[src/rtl/imc_job_sequencer.sv]
`default_nettype none
// +------------------------------------------------------------------------+
// | imc_job_sequencer                                                      |
// | Bus initiator that runs one IMC crossbar matrix-vector job: optional    |
// | weight program, vin write, settle, result readback.                     |
// | Option macro: IMC_SEQ_READBACK_CHECK_EN (read back every DATA write).   |
// | Rev 1.0                                                                 |
// +------------------------------------------------------------------------+
module imc_job_sequencer #(
  parameter logic [31:0] BASE_ADDR     = 32'h400,
  parameter int          N_CELLS       = 64,
  parameter int          N_RESULTS     = 8,
  parameter int          SETTLE_CYCLES = 2
) (
  input  logic                      clk,
  input  logic                      rst_n,
  input  logic                      start,
  input  logic                      load_weights,
  input  logic [63:0]               vin,
  input  logic                      w_valid,
  output logic                      w_ready,
  input  logic [7:0]                w_data,
  output logic                      busy,
  output logic                      done,
  output logic [32*N_RESULTS-1:0]   results,
  output logic                      err,
  output logic                      req,
  output logic                      we,
  output logic [31:0]               addr,
  output logic [31:0]               wdata,
  input  logic                      gnt,
  input  logic                      rvalid,
  input  logic [31:0]               rdata
);

  localparam int RW = (N_RESULTS > 1) ? $clog2(N_RESULTS) : 1;

  localparam logic [31:0]   c_addr_data  = BASE_ADDR;
  localparam logic [31:0]   c_addr_addr  = BASE_ADDR + 32'h4;
  localparam logic [31:0]   c_addr_vlo   = BASE_ADDR + 32'h8;
  localparam logic [31:0]   c_addr_vhi   = BASE_ADDR + 32'hC;
  localparam logic [31:0]   c_addr_res   = BASE_ADDR + 32'h10;
  localparam logic [5:0]    c_idx_last   = 6'(N_CELLS - 1);
  localparam logic [RW-1:0] c_rd_last    = RW'(N_RESULTS - 1);
  localparam logic [15:0]   c_settle_last = 16'(SETTLE_CYCLES - 1);

  typedef enum logic [3:0] {
    S_IDLE   = 4'd0,
    S_WFETCH = 4'd1,
    S_WDATA  = 4'd2,
    S_RBACK  = 4'd3,
    S_RBCAP  = 4'd4,
    S_WADDR  = 4'd5,
    S_VLO    = 4'd6,
    S_VHI    = 4'd7,
    S_SETTLE = 4'd8,
    S_RD     = 4'd9,
    S_RCAP   = 4'd10,
    S_DONE   = 4'd11
  } state_t;

  state_t                   state_q, state_d;
  logic [63:0]              vin_q, vin_d;
  logic [7:0]               wbyte_q, wbyte_d;
  logic [5:0]               idx_q, idx_d;
  logic [RW-1:0]            rd_idx_q, rd_idx_d;
  logic [15:0]              settle_q, settle_d;
  logic [32*N_RESULTS-1:0]  results_q, results_d;

  // The responder's rvalid also pulses after writes; capture timing is fixed instead.
  logic w_unused_rvalid;
  assign w_unused_rvalid = rvalid;

`ifdef IMC_SEQ_READBACK_CHECK_EN
  logic err_q, err_d;
  assign err = err_q;
`else
  assign err = 1'b0;
`endif

  always_ff @(posedge clk or negedge rst_n) begin
    if (!rst_n) begin
      state_q   <= S_IDLE;
      vin_q     <= '0;
      wbyte_q   <= '0;
      idx_q     <= '0;
      rd_idx_q  <= '0;
      settle_q  <= '0;
      results_q <= '0;
`ifdef IMC_SEQ_READBACK_CHECK_EN
      err_q     <= 1'b0;
`endif
    end else begin
      state_q   <= state_d;
      vin_q     <= vin_d;
      wbyte_q   <= wbyte_d;
      idx_q     <= idx_d;
      rd_idx_q  <= rd_idx_d;
      settle_q  <= settle_d;
      results_q <= results_d;
`ifdef IMC_SEQ_READBACK_CHECK_EN
      err_q     <= err_d;
`endif
    end
  end

  always_comb begin
    state_d   = state_q;
    vin_d     = vin_q;
    wbyte_d   = wbyte_q;
    idx_d     = idx_q;
    rd_idx_d  = rd_idx_q;
    settle_d  = settle_q;
    results_d = results_q;
`ifdef IMC_SEQ_READBACK_CHECK_EN
    err_d     = err_q;
`endif
    req       = 1'b0;
    we        = 1'b0;
    addr      = '0;
    wdata     = '0;
    w_ready   = 1'b0;
    done      = 1'b0;

    case (state_q)
      S_IDLE: begin
        if (start) begin
          vin_d     = vin;
          idx_d     = '0;
          rd_idx_d  = '0;
          results_d = '0;
`ifdef IMC_SEQ_READBACK_CHECK_EN
          err_d     = 1'b0;
`endif
          state_d   = load_weights ? S_WFETCH : S_VLO;
        end
      end
      S_WFETCH: begin
        w_ready = 1'b1;
        if (w_valid) begin
          wbyte_d = w_data;
          state_d = S_WDATA;
        end
      end
      S_WDATA: begin
        req   = 1'b1;
        we    = 1'b1;
        addr  = c_addr_data;
        wdata = {24'b0, wbyte_q};
        if (gnt) begin
`ifdef IMC_SEQ_READBACK_CHECK_EN
          state_d = S_RBACK;
`else
          state_d = S_WADDR;
`endif
        end
      end
`ifdef IMC_SEQ_READBACK_CHECK_EN
      S_RBACK: begin
        req  = 1'b1;
        addr = c_addr_data;
        if (gnt) state_d = S_RBCAP;
      end
      S_RBCAP: begin
        // Mismatch is only flagged; the job carries on with the remaining cells.
        if (rdata[7:0] != wbyte_q) err_d = 1'b1;
        state_d = S_WADDR;
      end
`endif
      S_WADDR: begin
        req   = 1'b1;
        we    = 1'b1;
        addr  = c_addr_addr;
        wdata = {26'b0, idx_q};
        if (gnt) begin
          idx_d   = idx_q + 6'd1;
          state_d = (idx_q == c_idx_last) ? S_VLO : S_WFETCH;
        end
      end
      S_VLO: begin
        req   = 1'b1;
        we    = 1'b1;
        addr  = c_addr_vlo;
        wdata = vin_q[31:0];
        if (gnt) state_d = S_VHI;
      end
      S_VHI: begin
        req   = 1'b1;
        we    = 1'b1;
        addr  = c_addr_vhi;
        wdata = vin_q[63:32];
        if (gnt) begin
          settle_d = '0;
          state_d  = (SETTLE_CYCLES == 0) ? S_RD : S_SETTLE;
        end
      end
      S_SETTLE: begin
        settle_d = settle_q + 16'd1;
        if (settle_q == c_settle_last) state_d = S_RD;
      end
      S_RD: begin
        req  = 1'b1;
        addr = c_addr_res + (32'(rd_idx_q) << 2);
        if (gnt) state_d = S_RCAP;
      end
      S_RCAP: begin
        results_d[32*rd_idx_q +: 32] = rdata;
        rd_idx_d = rd_idx_q + RW'(1);
        state_d  = (rd_idx_q == c_rd_last) ? S_DONE : S_RD;
      end
      S_DONE: begin
        done    = 1'b1;
        state_d = S_IDLE;
      end
      default: state_d = S_IDLE;
    endcase
  end

  assign busy    = (state_q != S_IDLE) && (state_q != S_DONE);
  assign results = results_q;

endmodule
`default_nettype wire

[config.mk]
export PLATFORM = sky130hd
export DESIGN_NAME = imc_job_sequencer
export DESIGN_NICKNAME = d
export VERILOG_FILES = /design/src/rtl/imc_job_sequencer.sv
export SDC_FILE = /design/constraint.sdc
export NUM_CORES = 1
export LEC_CHECK = 0
export CELL_PAD_IN_SITES_DETAIL_PLACEMENT = 0
export CELL_PAD_IN_SITES_GLOBAL_PLACEMENT = 2
export CORE_MARGIN = 1
export CORE_UTILIZATION = 30
export CTS_CLUSTER_DIAMETER = 40
export DETAILED_ROUTE_END_ITERATION = 7
export PLACE_DENSITY = 0.84
export SYNTH_ARGS = -nofsm -noshare
export SYNTH_HDL_FRONTEND = slang
export SYNTH_SLANG_ARGS = --single-unit
[constraint.sdc]
create_clock -name clk -period 3.1 [get_ports clk]
set_input_delay 0.465 -clock clk [delete_from_list [all_inputs] [get_ports clk]]
set_output_delay 0.465 -clock clk [all_outputs]
set_load 0.02 [all_outputs]
; ---- After elaboration in Yosys (flattened, before gate mapping)
; Index checks and enable logic that the tools add are counted.
[word_totals]
ff_bits = 357
in_bits = 111
out_inout_bits = 326
elab_cells = 77
[classes]
n_addsub = 5
eq_ne = 21
shift = 2
n_mux = 28
reduce_logical = 14
[op_table]
columns = op, n
row1 = one-hot mux 256 bit (2 select lines), 1
row2 = bitwise mux 256 bit, 1
row3 = 2-to-1 mux 256 bit, 1
row4 = variable shift 32 x 34 -> 256 bit (first input constant), 1
row5 = indexed part select 32 x 34 -> 256 bit, 1
row6 = one-hot mux 32 bit (4 select lines), 1
row7 = one-hot mux 12 bit (5 select lines), 1
row8 = one-hot mux 4 bit (9 select lines), 1
row9 = negation 8 -> 34 bit, 1
row10 = 2-to-1 mux 4 bit, 8
row11 = one-hot mux 16 bit (2 select lines), 1
row12 = adder 16 x 1 -> 16 bit (second input constant), 1
row13 = equality test 16 x 1 -> 1 bit (second input constant), 1
row14 = equality test 4 bit (second input constant), 4
row15 = 2-to-1 mux 16 bit, 1
row16 = != test 2 bit (second input constant), 8
row17 = adder 11 x 5 -> 12 bit (first input constant), 1
row18 = equality test 4 x 3 -> 1 bit (second input constant), 3
row19 = 2-to-1 mux 6 bit, 2
row20 = one-hot mux 6 bit (2 select lines), 1
row21 = 2-to-1 mux 3 bit, 3
row22 = AND reduction 2 bit, 4
row23 = AND reduction 8 bit, 1
row24 = adder 6 x 1 -> 6 bit (second input constant), 1
row25 = other kinds (16), 21

; ---- Logic depth before layout (Yosys ltp)
[logic_depth]
ltp_word = 4
ltp_mapped = 10

; ---- Worst setup path before layout
; No wires, ideal clock.
[synth_path]
path_type = flip-flop to flip-flop
startpoint = register rd_idx_q[0]
endpoint = register results_q[130] (netlist: results[130])
setup_ns = 0.133
arrival_time_ns = 2.283
setup_slack_ns = 0.684
path_stages_with_launch = 11
synth_period_minus_slack_ns = 2.416
cell_sequence = dfrtp_1 -> buf_2 -> inv_1 -> ha_1 -> ha_1 -> buf_2 -> o31ai_1 -> nor2_1 -> and2_1 -> clkbuf_1 -> o21ai_0
[synth_via]
elab_chain_cells = 4
elab_cells_between_ends = 5
cone_classes = add/sub (1) / shift (2) / mux (2)
[synth_rtl]
columns = element, line_no
row1 = start: declaration, 66  ; logic [RW-1:0] rd_idx_q, rd_idx_d;
row2 = start signal: assignment, 98  ; rd_idx_q <= rd_idx_d;
row3 = negation 8 -> 34 bit (*), 207  ; results_d[32*rd_idx_q +: 32] = rdata;
row4 = indexed part select 32 x 34 -> 256 bit or variable shift 32 x 34 -> 256 bit (tied branches), 207
row5 = bitwise mux 256 bit (*), 207
row6 = one-hot mux 256 bit (2 select lines) (*), 125  ; case (state_q)
row7 = end signal: assignment, 100  ; results_q <= results_d;
row8 = end: declaration, 68  ; logic [32*N_RESULTS-1:0] results_q, results_d;
; Mark *: on every way between the ends. The rest lies on a longest branch, timed or not.
; A chain may end at the register's enable or synchronous reset.

; ---- Worst setup path after layout
[layout_path]
startpoint = register state_q[0]
endpoint = output port wdata[17]
[layout_via]
elab_chain_cells = 2
elab_cells_between_ends = 5
cone_classes = eq/ne (4) / mux (1)
[layout_rtl]
columns = element, line_no
row1 = start: declaration, 62  ; state_t state_q, state_d;
row2 = start signal: assignment, 94  ; state_q <= state_d;
row3 = equality test 4 x 3 -> 1 bit or equality test 4 x 2 -> 1 bit (tied branches), 125
row4 = one-hot mux 32 bit (4 select lines) (*), 125
row5 = end: declaration, 30  ; output logic [31:0] wdata,
; Marked as above.

==> flow_metrics.env <==
export IMPL_wl_um=51000
export IMPL_clk_latency_ns=0.59
export IMPL_period_needed_ns=3.00
export IMPL_h_tree_depth=2
export IMPL_start_util_pct=30.5
export IMPL_drive_above_1_share_pct=11.6
export IMPL_placed_cells=2222
export IMPL_grtUsageTotal_pct=20.5
export IMPL_drc=0
export IMPL_post_route_period_util_pct=96.8
export IMPL_yosysWarningCount=0
export IMPL_status="complete, no violations"
export IMPL_leakage_uw=0.0102
export IMPL_synthArstFlopShare_pct=100
export IMPL_vias_per_cell=5.13
export IMPL_criticalPathCategory="register to output pin"
export IMPL_rsz0062_at_grt="no"
export IMPL_cap_viol_max_count=0
export IMPL_ios=437
export IMPL_grt_ovfl_total=0
export IMPL_synth_cells=1279
export IMPL_tns_ns=0
export IMPL_cp_start_kind="register"
export IMPL_final_cell_count_no_fill=2329
export IMPL_die_x_um=223
export IMPL_io_buffers=407
export IMPL_grt_max_degree=97
export IMPL_holdPathEnd="vin_q[61]"
export IMPL_cp_data_required_time_ns=2.63
export IMPL_grt_pass1_wl_um=77800
export IMPL_area_delta_synth_final_pct=47.1
export IMPL_rr_startpoint="rd_idx_q[1]"
export IMPL_ys_ff_latch=357
export IMPL_grt_pass1_vias=12175
export IMPL_n_fill_cell=4469
export IMPL_layout_common_cells="376 x clkdlybuf4s50_1, 353 x dfrtp_1, 261 x nand2_1, 249 x a22o_1, 58 x clkbuf_16"
export IMPL_detail_route_antenna_nets=0
export IMPL_layout_commonest_cell="clkdlybuf4s50_1"
export IMPL_finClkSkew_ns=0.0157
export IMPL_drt_pre_antenna_iters=5
export IMPL_cts_root_buffer="clkbuf_16"
export IMPL_synth_seq_area_share_pct=61.1
export IMPL_cts_reportedPaths_clkPinSlew_ns=0.05
export IMPL_critical_path_max_fanout=16
export IMPL_yosys_most_used_dff="dfrtp_1"
export IMPL_cts_tree="done"
export IMPL_cts_buffers=57
export IMPL_die_area_um2=49600
export IMPL_maxSlewViolCount=0
export IMPL_drt_iter0_drc=888
export IMPL_slew_headroom_pct=22.8
export IMPL_hold_path_startpoint="vin[61]"
export IMPL_ys_types=60
export IMPL_coreArea_um2=47900
export IMPL_synth_edff_count=0
export IMPL_total_power_uw=16100
export IMPL_antenna_found_initial=0
export IMPL_irDropWorstVdd_v=0.000403
export IMPL_vias=11938
export IMPL_tightest_slew_ns=1.16
export IMPL_diodes=0
export IMPL_rr_endpoint="results[41]"
export IMPL_syn_area_um2=14600
export IMPL_hp_class="primary input to register"
export IMPL_whs_path_depth=3
export IMPL_clock_sink_count=357
export IMPL_setup_viol=0
export IMPL_place_congestion=0.794
export IMPL_final_nets=1791
export IMPL_place_hpwl_um=34300
export IMPL_finalHoldViolCount=0
export IMPL_endpoint_kind="output pin"
export IMPL_r2r_cells=6
export IMPL_arrival_ns=2.54
export IMPL_die_y_um=223
export IMPL_fmax_mhz=333
export IMPL_powerDensity_nw_per_um2=747
export IMPL_syn_avg_cell_area_um2=11.4
export IMPL_std_cell_rows=80
export IMPL_clk_path_buf_depth=3
export IMPL_wl_per_cell_um=21.9
export IMPL_rrSetupSlack_ns=0.34
## state kept, by name, summed over array words and instances (netlist names)
name      count
idx_q         6
state_q       4
settle_q     16
wbyte_q       8
results     256
rd_idx_q      3
vin_q        64
## area by class of cell
| type | instances | area (um2) | area share [%] |
|---|---|---|---|
| Clock buffer | 67 | 1520 | 7.09 |
| Clock inverter | 36 | 375 | 1.75 |
| Inverter | 7 | 26.3 | 0.122 |
| Multi-Input combinational cell | 788 | 5190 | 24.1 |
| Sequential cell | 357 | 8940 | 41.6 |
| Tap cell | 615 | 769 | 3.58 |
| Timing Repair Buffer | 459 | 4690 | 21.8 |
## report_power, final
| group | internal (uW) | switching (uW) | leakage (uW) |
|---|---|---|---|
| Clock | 3880 | 2380 | 0.000920 |
| Combinational | 1560 | 2360 | 0.00439 |
| Sequential | 5370 | 505 | 0.00485 |
| Total | 10800 | 5250 | 0.0102 |
## worst max-delay path, cell delays in order (launching register included)
cell and delay (ns):
dfrtp_2 0.47, nand2b_2 0.26, nor2b_4 0.23, clkbuf_16 0.23, a22o_1 0.14, clkdlybuf4s50_1 0.60
## stage by stage
step	hold slack (ns)	cell area [um2]	setup slack (ns)	util, %
after CTS	0.340	21400	0.0179	44.7
after floorplan	0.169	14700	0.684	-
after global placement	0.459	19500	0.417	40.7
after global routing	0.366	21500	0.00320	44.9
after detailed placement	0.462	19500	0.330	40.7
final	0.393	21500	0.0993	44.9
## cell families (layout without fill, tap and decap cells)
kind of cell,after synthesis,in the layout,synth area share (%)
xor+xnor,3,3,0.180
other cells,1,28,0.0257
buf+inv,161,569,5.23
fa+ha+maj,10,10,0.856
flops,357,357,61.1
compound gates,341,341,18.8
simple gates,386,386,12.3
mux,20,20,1.46
## cell usage after synthesis, types with 3 or more instances
library cell,instances,area [um2]
dfrtp_1,357,8930
nand2_1,261,980
a22o_1,249,2180
clkbuf_1,59,221
o21ai_0,43,215
nand3_1,41,205
buf_1,35,131
buf_4,34,255
buf_2,26,130
nor2_1,16,60.1
a22oi_1,14,105
ha_1,10,125
mux2_2,10,113
mux2i_1,10,100
nor3_1,9,45.0
a31oi_1,8,50.1
and3_1,8,50.1
a21oi_1,7,35.0
inv_1,7,26.3
nand4_1,7,43.8
nand2b_1,5,31.3
nor2b_1,4,25.0
nor4_1,4,25.0
and2_1,3,18.8
nand3b_1,3,22.5
nor3_4,3,48.8
nor4_4,3,63.8
o31ai_1,3,22.5
## what timing repair did
action,4_1_cts,5_1_grt
setup endpoints to repair,32,23
gates cloned,0,1
hold endpoints to repair,74,0
gates resized for setup,14,23
buffers inserted,0,2
hold buffers,1,0
## per-layer routing
metal	up-vias	part of all wire [%]	track usage [%]
met5	-	0	0
met4	0	2.6	7.45
met3	82	8.0	5.95
met2	477	46	32.0
met1	6050	43	26.9
li1	5329	-	-
## worst max-delay path by stage
stage	cells after the start	startpoint	end
2_1_floorplan	10	rd_idx_q[0]	results[130]
3_3_place_gp	6	rd_idx_q[1]	results[51]
3_5_place_dp	6	rd_idx_q[1]	results[49]
4_1_cts	6	state_q[3]	wdata[2]
5_1_grt	5	state_q[0]	wdata[17]
6_report	5	state_q[0]	wdata[17]
(Power assumes the default switching activity.)
